$ cat src/rtl/vga_frame_buffer.sv
// Double-buffered 16x8 frame store. The producer writes the back bank and Commit
// swaps the banks at the next VSync edge. The new display image is then copied into the back bank.
module vga_frame_buffer #(
  parameter logic VSYNC_ACT = 1'b0
) (
  input  logic       CLK,
  input  logic       RESET,
  input  logic       WrEn,
  input  logic [3:0] WrAddr,
  input  logic [7:0] WrData,
  input  logic       Commit,
  input  logic       VSync,
  input  logic [3:0] RdAddr,
  output logic [7:0] RdData,
  output logic       Ack,
  output logic       Busy
);

  typedef enum logic [1:0] {IDLE, PENDING, COPY} state_t;

  state_t     state_q, state_d;
  logic [3:0] cnt_q, cnt_d;
  logic       disp_sel_q, disp_sel_d;
  logic       ack_q, ack_d;
  logic       vs_prev_q;
  logic [7:0] rd_data_q;
  logic [7:0] mem_q [2][16];

  logic       vs_edge;
  logic       wr_en;
  logic [3:0] wr_addr;
  logic [7:0] wr_data;

  assign vs_edge = (vs_prev_q == ~VSYNC_ACT) && (VSync == VSYNC_ACT);

  always_comb begin
    state_d    = state_q;
    cnt_d      = cnt_q;
    disp_sel_d = disp_sel_q;
    ack_d      = 1'b0;
    wr_en      = 1'b0;
    wr_addr    = WrAddr;
    wr_data    = WrData;
    case (state_q)
      IDLE: begin
        if (WrEn) begin
          wr_en = 1'b1;
          ack_d = 1'b1;
        end
        if (Commit) state_d = PENDING;
      end
      PENDING: begin
        if (vs_edge) begin
          disp_sel_d = ~disp_sel_q;
          cnt_d      = 4'd0;
          state_d    = COPY;
        end
      end
      COPY: begin
        // disp_sel_q already points at the new display bank, so the back bank is refreshed from it
        wr_en   = 1'b1;
        wr_addr = cnt_q;
        wr_data = mem_q[disp_sel_q][cnt_q];
        cnt_d   = 4'(cnt_q + 4'd1);
        if (cnt_q == 4'd15) state_d = IDLE;
      end
      default: state_d = IDLE;
    endcase
  end

  always_ff @(posedge CLK) begin
    if (!RESET) begin
      state_q    <= IDLE;
      cnt_q      <= 4'd0;
      disp_sel_q <= 1'b0;
      ack_q      <= 1'b0;
      vs_prev_q  <= ~VSYNC_ACT;
      rd_data_q  <= 8'h00;
    end else begin
      state_q    <= state_d;
      cnt_q      <= cnt_d;
      disp_sel_q <= disp_sel_d;
      ack_q      <= ack_d;
      vs_prev_q  <= VSync;
      // Read through the post-edge selection so a read at the swap edge sees the new image
      rd_data_q  <= mem_q[disp_sel_d][RdAddr];
    end
  end

  always_ff @(posedge CLK) begin
    if (!RESET) begin
      for (int b = 0; b < 2; b++) begin
        for (int i = 0; i < 16; i++) begin
          mem_q[b][i] <= 8'h00;
        end
      end
    end else if (wr_en) begin
      mem_q[~disp_sel_q][wr_addr] <= wr_data;
    end
  end

  assign RdData = rd_data_q;
  assign Ack    = ack_q;
  assign Busy   = (state_q != IDLE);

endmodule

$ cat config.mk
export PLATFORM = sky130hd
export DESIGN_NAME = vga_frame_buffer
export DESIGN_NICKNAME = d
export VERILOG_FILES = /design/src/rtl/vga_frame_buffer.sv
export SDC_FILE = /design/constraint.sdc
export NUM_CORES = 1
export LEC_CHECK = 0
export BUFFER_PORTS_ARGS = -buffer_cell sky130_fd_sc_hd__buf_2
export CAP_MARGIN = 20
export CORE_MARGIN = 2
export CORE_UTILIZATION = 54
export DETAILED_ROUTE_END_ITERATION = 16
export PLACE_DENSITY_LB_ADDON = 0.08
export SYNTH_ARGS = -nofsm -noshare
export SYNTH_HDL_FRONTEND = slang
export SYNTH_SLANG_ARGS = --single-unit
$ cat constraint.sdc
create_clock -name CLK -period 2.7 [get_ports CLK]
set_input_delay 0.54 -clock CLK [delete_from_list [all_inputs] [get_ports CLK]]
set_output_delay 0.54 -clock CLK [all_outputs]
set_load 0.02 [all_outputs]
### Yosys cells after proc, flatten, opt, wreduce, memory -nomap -nowiden

Memory sizes are Yosys's and may differ from the RTL's. A register that Yosys moved wholly into a read port is not among the register bits.
Cells that the tools add are included.

| storage, ports and cells | value |
|---|---|
| register bits | 17 |
| bits in writable memories | 256 |
| bits of input ports | 21 |
| output and inout port bits | 10 |
| logic and storage cells | 60 |
| memories kept | 1 |

Memory list:

| memory | words | bits a word | rd ports | clocked after memory_dff | write ports | RTL line | RTL |
|---|---|---|---|---|---|---|---|
| mem_q | 2 | 128 | 2 | 1 | 2 | 27 | `logic [7:0] mem_q [2][16];` |

| operators by class | value |
|---|---|
| add/sub/neg operators | 1 |
| magnitude comparators | 4 |
| equal/unequal tests | 6 |
| muxes and demuxes | 28 |
| bitwise operators | 5 |
| reductions and logical operators | 9 |

Operators with widths:

| operator | count |
|---|---|
| $mux 128 | 3 |
| $reduce_or 128->1 | 1 |
| $bmux 8 s4 | 2 |
| $mux 8 | 6 |
| $demux 8 s4 | 1 |
| $ge 5x5->1 const B | 3 |
| $not 4->5 | 3 |
| $mux 1 | 8 |
| $mux 4 | 2 |
| $pmux 4 s2 | 1 |
| $mux 2 | 3 |
| $ne 2x2->1 const B | 3 |
| $pmux 2 s3 | 1 |
| $lt 5x1->1 const B | 1 |
| $add 4x1->4 const B | 1 |
| $eq 4x4->1 const B | 1 |
| $reduce_and 2->1 | 2 |
| $reduce_bool 2->1 | 2 |
| $reduce_and 3->1 | 1 |
| $eq 2x1->1 const B | 1 |
| $eq 2x2->1 const B | 1 |
| $logic_and 1x1->1 | 2 |
| $logic_not 2->1 | 1 |
| $not 1->1 | 2 |
| $pmux 1 s2 | 1 |

### Longest topological paths before layout

| logic depth | value |
|---|---|
| depth in word-level cells | 10 |
| mapped depth | 11 |
| gate-level depth less buffers | 6 |

### Least setup slack after synthesis

Ideal clock, no wire load.

| timing | value |
|---|---|
| path type | register to register |
| start | register cnt_q[0] |
| end | memory mem_q[1][112] (netlist name), enable pin |
| arrival time | 2332 ps |
| data required time | 2316 ps |
| setup slack | -16 ps |
| stages on the path, launching flop included | 9 |
| path buffers | 4 |
| period minus slack after synthesis | 2716 ps |
| cell sequence | dfxtp_1 > buf_6 > buf_8 > buf_4 > buf_2 > mux2i_1 > nand2b_1 > or3_1 > o21ai_0 |

RTL lines:

| item | RTL line | RTL |
|---|---|---|
| start, declared | 22 | `logic [3:0] cnt_q, cnt_d;` |
| start signal, assigned | 81 | `cnt_q <= cnt_d;` |
| end, declared | 27 |  |

==> flow_summary.toml <==
[global_routing]
grt.total_usage = 0.310
use_met3 = 0.0597
grt_antenna_before_repair = 0
grt_max_degree = 62
grt.overflow.total = 0
grt_pass1_wl_um = 65500
use_met1 = 0.456
grtUsageMet2 = 0.461
grt_pass1_vias = 10400
grt-busiest-layer = "met2"

[route]
wire_per_inst_um = 28.1
routed_wl_um = 44000
drc_errors = 0
vias_per_cell = 6.86
drt_first_pass_iters = 5
route.vias.total = 10700
drtIter0Drc = 1233
ant_nets = 0

[cells_and_area]
final_cell_mix = "256 x edfxtp_1, 137 x nor2_1, 123 x buf_4"
n_fill_cell = 2086
syn2layout_area_growth_pct = 16.0
antenna_cells = 0
fin_util = 0.637
fin_nets = 1224
final_area_um2 = 17200
layout-drive-gt1-share = 0.282
final_common_cell = "edfxtp_1"

[timing]
max_freq_ghz = 0.378
relSlewSlack = 0.422
finalCritPeriodShare = 0.979
period_needed_ns = 2.64
worst_slew_pin_slew_ns = 0.863
hold_violations = 0
finalSetupViolCount = 0
slew_violations = 0
skew_ns = 0.0183

[floorplanning]
die_h_um = 170
num_rows = 60
pin_count = 31
fp.dieArea_um2 = 28800
die_w_um = 170
core_um2 = 27000
start_util = 0.549

[yosys]
synth.area.top_cells = "edfxtp_1 52%, mux4_2 15%, mux2i_1 7.8%, nor2_1 3.5%, o311ai_0 2.8%"
synth.top_cell.area_share = 0.519
synth_top_family_by_area = "multiplexers"
synth_edf_count = 256
seq_area_frac_synth = 0.544
synthFlopType = "edfxtp_1"
syn_inst = 1104
synth_area_per_cell_um2 = 13.4
synthAdderAreaFrac = 0.000845
yosys.area_share.xor_xnor = 0.000592
muxShareOfSynthArea = 0.232
syn_area_um2 = 14800
synth-compound-area-share = 0.100
synthSimpleGateAreaFrac = 0.0890
yosys_warnings = 0
synth_nets = 1126
ys_seq_elements = 274
ys_types = 50
synthArstFlopShare = 0
yosys.area.top_type = "edfxtp_1"

[setup_path]
path_class = "flip-flop to flip-flop"
crit_path_max_incr_delay_ns = 0.52
start_kind = "flip-flop"
end_kind = "flip-flop"
cp_max_fo = 17
cp.arrival_ns = 2.95
crit_top_cell = "mux4_2"
path_cells = "buf_12, buf_4, mux4_2, mux4_2, and3_4, a211oi_4, buf_6, nor2_1"
crit_slowest_cell = "mux4_2"
critPathRequiredTime_ns = 3.00

[clock_network]
clk_pin_slew_ns = 0.06
cts_buffer_depth = 3
clock-sinks = 274
clk_latency_ns = 0.56
cts_tree = "built"
cts-htree-levels = 1
cts.hold.buffers_added = 0
cts_buffers = 30
clockRootBuffer = "clkbuf_16"

[run_status]
status = "finished clean"

[power_and_ir_drop]
intPower_w = 0.00764
power_frac_seq = 0.494
peakVddDrop_mv = 0.549
p_clk_frac = 0.378
combPwrFrac = 0.128
power_switching_w = 0.00253
leakage_nw = 6.04
power.total_w = 0.0102
p_per_area_nw_per_um2 = 592
swShare = 0.249

[place]
dp_hpwl_um = 31800
placed_cell_area_um2 = 16100
io_buffers = 30
gp_congestion = 0.909

[hold_path]
hp-class = "primary input to flip-flop"

[flow_run]
drv_cap = 0
[metrics by stage]
step	TNS (ns)	hold slack, ns	instances	worst slack [ns]
5_1_grt	-0.0512	0.214	1566	-0.00762
4_1_cts	0	0.192	1553	0.0103
3_5_place_dp	-0.206	0.562	1498	-0.151
6_report	0	0.208	1566	0.0561
3_3_place_gp	-0.114	0.556	1498	-0.114
2_1_floorplan	-0.325	0.513	1104	-0.0163
[path summary, 6_finish.rpt]
path,start,to,slack (ns),cells past startpoint
max,cnt_q[0],mem_q[0][46],0.06,8
min,VSync,vs_prev_q,0.21,2
max reg2reg,cnt_q[0],mem_q[0][46],0.06,8
min reg2reg,state_q[1],state_q[0],0.58,2
[kinds of logic after synthesis]
logic type               after synthesis
adder cells (fa/ha/maj)                1
AO/OA/AOI/OAI                        191
XOR/XNOR                               1
buffers and inverters                113
AND/OR/NAND/NOR                      303
multiplexers                         221
flip-flops                           274
[worst max-delay path, delay by kind of cell, from the launching register on]
| family | cells | cell delay (ns) |
|---|---|---|
| muxes | 2 | 1.01 |
| DFF | 1 | 0.38 |
| and+or+nand+nor | 2 | 0.26 |
| AOI/OAI and AO/OA | 1 | 0.26 |
| buffers and inverters | 3 | 0.48 |
[power groups by stage]
stage | Combinational [W] | Sequential [W] | Clock (W)
floorplan | 0.000815 | 0.00504 | 0
global placement | 0.00125 | 0.00510 | 0
detailed placement | 0.00126 | 0.00510 | 0
CTS | 0.00126 | 0.00502 | 0.00389
global route | 0.00138 | 0.00504 | 0.00406
finish | 0.00131 | 0.00502 | 0.00384
[registers in the layout (all words and copies together) (netlist names), named ones only]
| name | count |
|---|---|
| cnt_q | 4 |
| RdData | 8 |
| Ack | 1 |
| vs_prev_q | 1 |
| mem_q | 256 |
| disp_sel_q | 1 |
| state_q | 2 |
[synth_stat cells (all sizes together) (2+ instances only)]
master	count
mux2i	116
o21ai	32
nand3b	2
nand2b	8
nor3b	3
nand3	4
and2	6
mux4	97
a2bb2oi	2
a211oi	17
or3	3
o221ai	24
a21oi	9
dfxtp	18
o311ai	48
a22oi	11
a21o	5
or2	9
nand2	96
nor3	14
nor2b	14
nor2	138
inv	9
o41ai	8
a221oi	24
clkbuf	64
o21a	2
mux2	8
edfxtp	256
o211ai	2
buf	40
a31o	3
[layer usage]
metal	vias to the layer above	wire [µm]	share of wire
met5	-	0	0
met4	0	1850	0.042
met3	122	4280	0.097
met2	577	19500	0.44
met1	5427	18300	0.42
li1	4609	-	-
[timing repair]
action / in CTS / in global routing
endpoints found under the setup margin: 0 / 129
gates resized for setup: 0 / 12
setup buffers: 0 / 14
[cell type report]
type                    count  area [µm²]  share of cell area
flip-flops and latches    274        8060               0.469
multi-input cells         717        6310               0.367
repair buffers            170        1420              0.0826
clock buffers              42         816              0.0475
well taps                 341         427              0.0248
clock inverters            13         105             0.00612
inverters                   9        37.5             0.00219
(Power assumes the default switching activity.)
